$ cat src/rtl/strela_stream_pkg.sv
// Shared types and constants for the CGRA input-node stream address generator.
package strela_stream_pkg;

    // Memory is word addressed in bytes; one beat moves WORD_BYTES bytes.
    localparam int WORD_BYTES = 4;
    localparam int WORD_SHIFT = $clog2(WORD_BYTES);

    // Controller states. busy is every state except IDLE and DONE.
    typedef enum logic [2:0] {
        IDLE  = 3'd0,
        ISSUE = 3'd1,
        DRAIN = 3'd2,
        DONE  = 3'd3,
        ABORT = 3'd4
    } agu_state_e;

endpackage

$ cat src/rtl/input_stream_agu_if.sv
// Bus bundle of the input stream AGU: OBI-style read port plus output stream.
//
// Handshake rules:
//   memory request : a beat is accepted on a clock edge where mem_req_o and
//                    mem_gnt_i are both high; mem_req_o and mem_addr_o stay
//                    stable until that edge. Responses come back in order,
//                    one word per cycle with mem_rvalid_i high.
//   output stream  : a word transfers on a clock edge where valid_o and
//                    ready_i are both high; data_o is stable while valid_o is
//                    high and not yet accepted. valid_o never depends on ready_i.
interface input_stream_agu_if #(
    parameter int ADDR_W = 32,
    parameter int DATA_W = 32
);
    logic              mem_req_o;
    logic [ADDR_W-1:0] mem_addr_o;
    logic              mem_gnt_i;
    logic              mem_rvalid_i;
    logic [DATA_W-1:0] mem_rdata_i;
    logic [DATA_W-1:0] data_o;
    logic              valid_o;
    logic              ready_i;

    // AGU side drives requests and the stream.
    modport master (
        output mem_req_o, mem_addr_o, data_o, valid_o,
        input  mem_gnt_i, mem_rvalid_i, mem_rdata_i, ready_i
    );

    // Memory / fabric side.
    modport slave (
        input  mem_req_o, mem_addr_o, data_o, valid_o,
        output mem_gnt_i, mem_rvalid_i, mem_rdata_i, ready_i
    );
endinterface

$ cat src/rtl/stream_fifo.sv
// Small synchronous FIFO holding read data between memory and the fabric.
// Flush wins over push/pop in the same cycle.
module stream_fifo #(
    parameter int DATA_W = 32,
    parameter int FIFO_DEPTH = 4,
    localparam int CNT_W = $clog2(FIFO_DEPTH) + 1
) (
    input  logic              clk,
    input  logic              rst,
    input  logic              push,
    input  logic              pop,
    input  logic              flush,
    input  logic [DATA_W-1:0] wdata,
    output logic [DATA_W-1:0] rdata,
    output logic              empty,
    output logic              full,
    output logic [CNT_W-1:0]  count
);
    localparam int PTR_W = $clog2(FIFO_DEPTH);

    logic [DATA_W-1:0] mem [FIFO_DEPTH];
    logic [PTR_W-1:0]  rd_ptr;
    logic [PTR_W-1:0]  wr_ptr;
    logic              do_push;
    logic              do_pop;

    assign empty   = (count == '0);
    assign full    = (count == CNT_W'(FIFO_DEPTH));
    assign do_push = push && !full;
    assign do_pop  = pop && !empty;
    assign rdata   = mem[rd_ptr];

    // Storage, pointers and occupancy; depth is a power of two so pointers wrap naturally.
    always_ff @(posedge clk or posedge rst) begin
        if (rst) begin
            rd_ptr <= '0;
            wr_ptr <= '0;
            count  <= '0;
            for (int i = 0; i < FIFO_DEPTH; i++) begin
                mem[i] <= '0;
            end
        end else if (flush) begin
            rd_ptr <= '0;
            wr_ptr <= '0;
            count  <= '0;
        end else begin
            if (do_push) begin
                mem[wr_ptr] <= wdata;
                wr_ptr      <= wr_ptr + PTR_W'(1);
            end
            if (do_pop) begin
                rd_ptr <= rd_ptr + PTR_W'(1);
            end
            case ({do_push, do_pop})
                2'b10:   count <= count + CNT_W'(1);
                2'b01:   count <= count - CNT_W'(1);
                default: count <= count;
            endcase
        end
    end

endmodule

$ cat src/rtl/input_stream_agu.sv
// Input-node address generator: walks base/stride over size bytes, issues
// word reads with a credit limit equal to the FIFO depth, and streams the
// buffered read data into the fabric. done_o is sticky until the next start
// or a clear.
module input_stream_agu
    import strela_stream_pkg::*;
#(
    parameter int ADDR_W     = 32,
    parameter int DATA_W     = 32,
    parameter int SIZE_W     = 16,
    parameter int FIFO_DEPTH = 4
) (
    input  logic                clk_i,
    input  logic                rst_i,
    input  logic [ADDR_W-1:0]   cfg_addr_i,
    input  logic [SIZE_W-1:0]   cfg_size_i,
    input  logic [SIZE_W-1:0]   cfg_stride_i,
    input  logic                execute_i,
    input  logic                clear_i,
    input_stream_agu_if.master  bus,
    output logic                done_o,
    output logic                busy_o,
    output agu_state_e          state_o
);
    localparam int CNT_W = $clog2(FIFO_DEPTH) + 1;

    agu_state_e        state;
    agu_state_e        state_next;
    logic [ADDR_W-1:0] cur_addr;
    logic [SIZE_W-1:0] words_left;
    logic [SIZE_W-1:0] stride;
    logic [SIZE_W-1:0] size_words;
    logic [CNT_W-1:0]  outstanding;
    logic [CNT_W-1:0]  outstanding_next;
    logic [CNT_W-1:0]  fifo_count;
    logic [CNT_W:0]    in_use;
    logic              fifo_empty;
    logic              fifo_full;
    logic              start;
    logic              req;
    logic              gnt;
    logic              rsp;
    logic              push;
    logic              pop;

    assign size_words = cfg_size_i >> WORD_SHIFT;
    assign start      = execute_i && !clear_i && (state == IDLE || state == DONE);

    // Credit check: buffered words plus reads in flight must leave room in
    // the FIFO, so every response always has a slot.
    assign in_use = {1'b0, fifo_count} + {1'b0, outstanding};
    assign req    = (state == ISSUE) && (in_use < (CNT_W + 1)'(FIFO_DEPTH));
    assign gnt    = req && bus.mem_gnt_i;
    assign rsp    = bus.mem_rvalid_i && (outstanding != '0);

    // Responses are buffered only while a transfer is live; in ABORT and on
    // the clear cycle they are counted off and dropped.
    assign push = rsp && !clear_i && !fifo_full && (state == ISSUE || state == DRAIN);
    assign pop  = !fifo_empty && bus.ready_i;

    assign bus.mem_req_o  = req;
    assign bus.mem_addr_o = cur_addr;
    assign bus.valid_o    = !fifo_empty;
    assign done_o         = (state == DONE);
    assign busy_o         = (state != IDLE) && (state != DONE);
    assign state_o        = state;

    // Reads in flight after this cycle: grant adds one, response removes one.
    always_comb begin
        outstanding_next = outstanding;
        case ({gnt, rsp})
            2'b10:   outstanding_next = outstanding + CNT_W'(1);
            2'b01:   outstanding_next = outstanding - CNT_W'(1);
            default: outstanding_next = outstanding;
        endcase
    end

    // Next-state logic; clear overrides everything including a same-cycle execute.
    always_comb begin
        state_next = state;
        case (state)
            IDLE, DONE: begin
                if (execute_i) begin
                    state_next = (size_words != '0) ? ISSUE : DONE;
                end
            end
            ISSUE: begin
                if (gnt && words_left == SIZE_W'(1)) begin
                    state_next = DRAIN;
                end
            end
            DRAIN: begin
                if (outstanding == '0 && fifo_empty) begin
                    state_next = DONE;
                end
            end
            ABORT: begin
                if (outstanding_next == '0) begin
                    state_next = IDLE;
                end
            end
            default: state_next = IDLE;
        endcase
        if (clear_i) begin
            state_next = (outstanding_next != '0) ? ABORT : IDLE;
        end
    end

    // State register.
    always_ff @(posedge clk_i or posedge rst_i) begin
        if (rst_i) begin
            state <= IDLE;
        end else begin
            state <= state_next;
        end
    end

    // Address walker, word countdown and in-flight counter.
    always_ff @(posedge clk_i or posedge rst_i) begin
        if (rst_i) begin
            cur_addr    <= '0;
            words_left  <= '0;
            stride      <= '0;
            outstanding <= '0;
        end else begin
            outstanding <= outstanding_next;
            if (start) begin
                cur_addr   <= cfg_addr_i;
                words_left <= size_words;
                stride     <= cfg_stride_i;
            end else if (gnt) begin
                cur_addr   <= cur_addr + ADDR_W'(stride);
                words_left <= words_left - SIZE_W'(1);
            end
        end
    end

    stream_fifo #(
        .DATA_W     (DATA_W),
        .FIFO_DEPTH (FIFO_DEPTH)
    ) u_fifo (
        .clk   (clk_i),
        .rst   (rst_i),
        .push  (push),
        .pop   (pop),
        .flush (clear_i),
        .wdata (bus.mem_rdata_i),
        .rdata (bus.data_o),
        .empty (fifo_empty),
        .full  (fifo_full),
        .count (fifo_count)
    );

endmodule

$ cat src/flat_wrapper.sv
// flat-port wrapper written by rule: the top's interface ports become plain ports
module input_stream_agu_flat import strela_stream_pkg::*;
#(
    parameter int ADDR_W     = 32,
    parameter int DATA_W     = 32,
    parameter int SIZE_W     = 16,
    parameter int FIFO_DEPTH = 4
)
  (clk_i, rst_i, cfg_addr_i, cfg_size_i, cfg_stride_i, execute_i, clear_i, done_o, busy_o, state_o, bus_mem_req_o, bus_mem_addr_o, bus_data_o, bus_valid_o, bus_mem_gnt_i, bus_mem_rvalid_i, bus_mem_rdata_i, bus_ready_i);
  input_stream_agu_if #(.ADDR_W(ADDR_W), .DATA_W(DATA_W)) bus_i ();
  input  logic clk_i;
  input  logic rst_i;
  input  logic [ADDR_W-1:0] cfg_addr_i;
  input  logic [SIZE_W-1:0] cfg_size_i;
  input  logic [SIZE_W-1:0] cfg_stride_i;
  input  logic execute_i;
  input  logic clear_i;
  output logic done_o;
  output logic busy_o;
  output agu_state_e state_o;
  output wire logic [$bits(bus_i.mem_req_o)-1:0] bus_mem_req_o;
  output wire logic [$bits(bus_i.mem_addr_o)-1:0] bus_mem_addr_o;
  output wire logic [$bits(bus_i.data_o)-1:0] bus_data_o;
  output wire logic [$bits(bus_i.valid_o)-1:0] bus_valid_o;
  input wire logic [$bits(bus_i.mem_gnt_i)-1:0] bus_mem_gnt_i;
  input wire logic [$bits(bus_i.mem_rvalid_i)-1:0] bus_mem_rvalid_i;
  input wire logic [$bits(bus_i.mem_rdata_i)-1:0] bus_mem_rdata_i;
  input wire logic [$bits(bus_i.ready_i)-1:0] bus_ready_i;
  assign bus_mem_req_o = bus_i.mem_req_o;
  assign bus_mem_addr_o = bus_i.mem_addr_o;
  assign bus_data_o = bus_i.data_o;
  assign bus_valid_o = bus_i.valid_o;
  assign bus_i.mem_gnt_i = bus_mem_gnt_i;
  assign bus_i.mem_rvalid_i = bus_mem_rvalid_i;
  assign bus_i.mem_rdata_i = bus_mem_rdata_i;
  assign bus_i.ready_i = bus_ready_i;
  input_stream_agu #(.ADDR_W(ADDR_W), .DATA_W(DATA_W), .SIZE_W(SIZE_W), .FIFO_DEPTH(FIFO_DEPTH)) u_core (.clk_i(clk_i), .rst_i(rst_i), .cfg_addr_i(cfg_addr_i), .cfg_size_i(cfg_size_i), .cfg_stride_i(cfg_stride_i), .execute_i(execute_i), .clear_i(clear_i), .bus(bus_i), .done_o(done_o), .busy_o(busy_o), .state_o(state_o));
endmodule
$ cat config.mk
export PLATFORM = sky130hd
export DESIGN_NAME = input_stream_agu_flat
export DESIGN_NICKNAME = d
export VERILOG_FILES = /design/src/rtl/strela_stream_pkg.sv /design/src/rtl/input_stream_agu_if.sv /design/src/rtl/stream_fifo.sv /design/src/rtl/input_stream_agu.sv /design/src/flat_wrapper.sv
export SDC_FILE = /design/constraint.sdc
export NUM_CORES = 1
export LEC_CHECK = 0
export CORE_ASPECT_RATIO = 1.2
export CORE_MARGIN = 2
export CORE_UTILIZATION = 45
export DETAILED_ROUTE_END_ITERATION = 10
export GPL_TIMING_DRIVEN = 0
export PLACE_DENSITY = 0.72
export SLEW_MARGIN = 20
export SYNTH_ARGS = -nofsm -noshare
export SYNTH_HDL_FRONTEND = slang
export SYNTH_SLANG_ARGS = --single-unit
$ cat constraint.sdc
create_clock -name clk_i -period 6.93 [get_ports clk_i]
set_input_delay 1.7325 -clock clk_i [delete_from_list [all_inputs] [get_ports clk_i]]
set_output_delay 1.7325 -clock clk_i [all_outputs]
set_load 0.005 [all_outputs]
==> out/metrics.cfg <==
[floorplan]
die_w_um = 142
core_sq_um = 22400
die_area_sq_um = 24200
fp.dieH_um = 170
start_util = 0.460
io_pins = 174
rows = 60

[setup_path]
reg2reg_slack_ps = 3170
worstPathCellList = clkbuf_1 -> buf_1 -> mux4_2 -> clkdlybuf4s50_1
required_ps = 5200
path_max_fanout = 10
critical_path_arrival_ps = 2970
crit_slowest_cell = buf_1
r2r_start = u_core.u_fifo.count[1]
critPathCaptureType = primary output
critPathKind = flop to primary output
cpPeakStageDelay_ps = 710
r2r_end = u_core.state_o[2]
worstSetupStartpointType = flop
reg2regPathDepth = 16

[sta]
hold_viol = 0
skew_ps = 7.91
rsz0062_at_grt = false
period_minus_slack_ps = 4700
tns_ps = 0
max_slew.worst_pin.slew_ps = 882
finalSetupViolCount = 0
fmax_mhz = 213
report.final.slew_viol_count = 0
relSlewSlack = 0.412
layout_worst_path_cycle_share = 0.679

[grt]
grt_pass1_vias = 8158
overflow = 0
grt_util_all_layers = 0.226
antenna_found_initial = 0
grt_pass1_wl_um = 43200
grt_max_degree = 34

[logic_synthesis]
netlist_area_sq_um = 10300
synth_cell_types = 58
synth-edff-count = 0
synth_fp_nets = 1014
yosys.area_share.adder = 0.0361
ys_warn_count = 0
yosys_register_bits = 205
synthFlopType = dfrtp_1
synth_xor_xnor_area_share = 0.0272
yosys.area_share.simple = 0.118
synth_top_family_by_area = multiplexers
synth_cells = 883
synth_compound_area_frac = 0.0836
seq_area_frac_synth = 0.497
synth_mux_area_frac = 0.211
synthArstFlopShare = 1.00
syn_avg_cell_area_sq_um = 11.7

[route]
drcViolationCount = 0
dr.pass1.iters = 6
ant_nets = 0
dr_total_vias = 7800
routed_wl_um = 27000
routedWlPerCell_um = 19.5
first_iter_violations = 403
routed_via_density = 5.64

[clock_network]
post-cts-setup-buffers = 0
htreeDepth = 1
cts_resized = 0
cts_tree = built
clk_pin_slew_worst_paths_ps = 60
clk_latency_ps = 510
cts_root_buf = clkbuf_16
cts_inserted_buffers = 23
cts_num_sinks = 205
cts.path.max_buffers = 3
postCtsHoldBufs = 0

[worst_hold_path]
min_to = u_core.stride[0]
min-delay-start = u_core.stride[0]
whs_path_depth = 2
hold_class = flop to flop

[placement]
routabilityCongestion = 0.968
numPortBuffers = 170
hpwl_um = 19600
dp.cells = 1339
place_area_sq_um = 12500

[final_layout]
nets = 1216
stdcell_count = 1382
syn2layout_area_growth_pct = 28.7
drive_gt1_frac = 0.211
stdcell_area_sq_um = 13300
layout.area.seq_sq_um = 5130
multiInputGateArea_sq_um = 4910
n_fill_cell = 1820

[outcome]
status = finished, final reports clean

[job]
max-cap-violations = 0

[pwr]
power_w = 0.00486
p_per_area_nw_per_um2 = 366
ir_drop_mv = 0.234
p_leak_nw = 5.94

==> flip-flops by register name (all words and copies together) (netlist names), 3 cells and up <==
name                   flops
u_core.u_fifo.mem        128
u_core.bus.mem_addr_o     32
u_core.stride             16
u_core.words_left         16
u_core.outstanding         3
u_core.state_o             3
u_core.u_fifo.count        3
==> metrics by stage <==
stage / utilization / setup WS (ps) / hold WS [ps]
after floorplan: - / 2540 / 450
after global placement: 0.551 / 876 / 468
after detailed placement: 0.557 / 2130 / 474
after CTS: 0.591 / 2130 / 492
after global routing: 0.591 / 1980 / 508
final: 0.591 / 2230 / 490
==> routing by layer <==
layer  part of all wire  vias to the layer above  global-route usage
met5                  0                        -                   0
met4              0.032                        0              0.0735
met3              0.076                       59              0.0568
met2               0.50                      255               0.395
met1               0.40                     3870               0.275
li1                   -                     3616                   -
==> worst max path at each step <==
| stage | cells after the start | start | endpoint | slack (ps) |
|---|---|---|---|---|
| 6_report | 4 | u_core.u_fifo.rd_ptr[1] | bus_data_o[19] | 2230 |
| 4_1_cts | 4 | u_core.u_fifo.rd_ptr[1] | bus_data_o[6] | 2130 |
| 3_5_place_dp | 14 | bus_mem_gnt_i | u_core.state_o[2] | 2130 |
| 5_1_grt | 4 | u_core.u_fifo.rd_ptr[1] | bus_data_o[7] | 1980 |
| 2_1_floorplan | 1 | rst_i | u_core.bus.mem_addr_o[0] | 2540 |
| 3_3_place_gp | 2 | rst_i | u_core.u_fifo.mem[26] | 880 |
==> kinds of logic (layout without fill, tap and decap cells) <==
family,count (synthesis),count (layout)
compound gates,136,136
flops,205,205
buf+inv,62,281
fa+ha+maj,28,28
simple gates,258,258
xor+xnor,32,32
mux,162,162
other cells,0,1
==> synthesized netlist by cell type, types with 3 or more instances <==
| cell type | number | area share |
|---|---|---|
| mux2_2 | 128 | 0.14 |
| nor4_1 | 10 | 0.0061 |
| mux4_2 | 32 | 0.070 |
| nor3_1 | 12 | 0.0058 |
| or3_1 | 9 | 0.0055 |
| xnor2_1 | 16 | 0.014 |
| o2111ai_1 | 3 | 0.0025 |
| nand3_1 | 28 | 0.014 |
| a221o_1 | 4 | 0.0039 |
| a21oi_1 | 36 | 0.017 |
| nor2b_1 | 5 | 0.0030 |
| nand2_1 | 109 | 0.040 |
| fa_1 | 3 | 0.0058 |
| o21ai_0 | 39 | 0.019 |
| xor2_1 | 16 | 0.014 |
| o211ai_1 | 11 | 0.0080 |
| a211oi_1 | 3 | 0.0022 |
| and2_1 | 5 | 0.0030 |
| a31oi_1 | 8 | 0.0049 |
| clkbuf_1 | 23 | 0.0084 |
| buf_2 | 15 | 0.0073 |
| or4_1 | 5 | 0.0036 |
| o311ai_0 | 3 | 0.0025 |
| o21a_1 | 3 | 0.0022 |
| nor3b_1 | 3 | 0.0022 |
| nor2_1 | 44 | 0.016 |
| buf_1 | 5 | 0.0018 |
| a21o_1 | 5 | 0.0036 |
| ha_1 | 25 | 0.030 |
| nand4_1 | 10 | 0.0061 |
| and3_1 | 10 | 0.0061 |
| inv_1 | 16 | 0.0058 |
| dfrtp_1 | 205 | 0.50 |
| o22ai_1 | 3 | 0.0018 |
==> cells in the final DEF (no fill, tap or decap), types with 8 or more instances in the layout <==
cell,count
a21oi_1,36
nand2_1,109
a31oi_1,8
mux4_2,32
nor3_1,12
xor2_1,16
clkbuf_1,26
nor4_1,10
clkdlybuf4s50_1,170
clkbuf_16,23
nand3_1,28
o21ai_0,39
nor2_1,44
or3_1,9
o211ai_1,11
buf_2,15
ha_1,25
inv_1,15
and3_1,10
nand4_1,10
dfrtp_1,205
xnor2_1,16
mux2_2,128
==> power by group <==
group	leakage (nW)	internal (W)	switching, W
clock	0.376	0.000722	0.000498
sequential	2.72	0.00147	0.000245
combinational	2.85	0.000990	0.000931
total	5.94	0.00318	0.00167
==> worst max-delay path, delay by kind of cell, from the launching register on <==
family	cells	cell delay [ps]
flip-flops	1	320
multiplexers	1	600
buffers and inverters	3	1540
==> area by class of cell <==
type                            instances  area share
Antenna cell                            1    0.000188
Buffer                                 45      0.0155
Clock buffer                           33      0.0515
Clock inverter                          9     0.00594
Inverter                               17     0.00547
Multi-Input combinational cell        616       0.370
Sequential cell                       205       0.386
Tap cell                              279      0.0263
Timing Repair Buffer                  177       0.139
(Power assumes the default switching activity.)
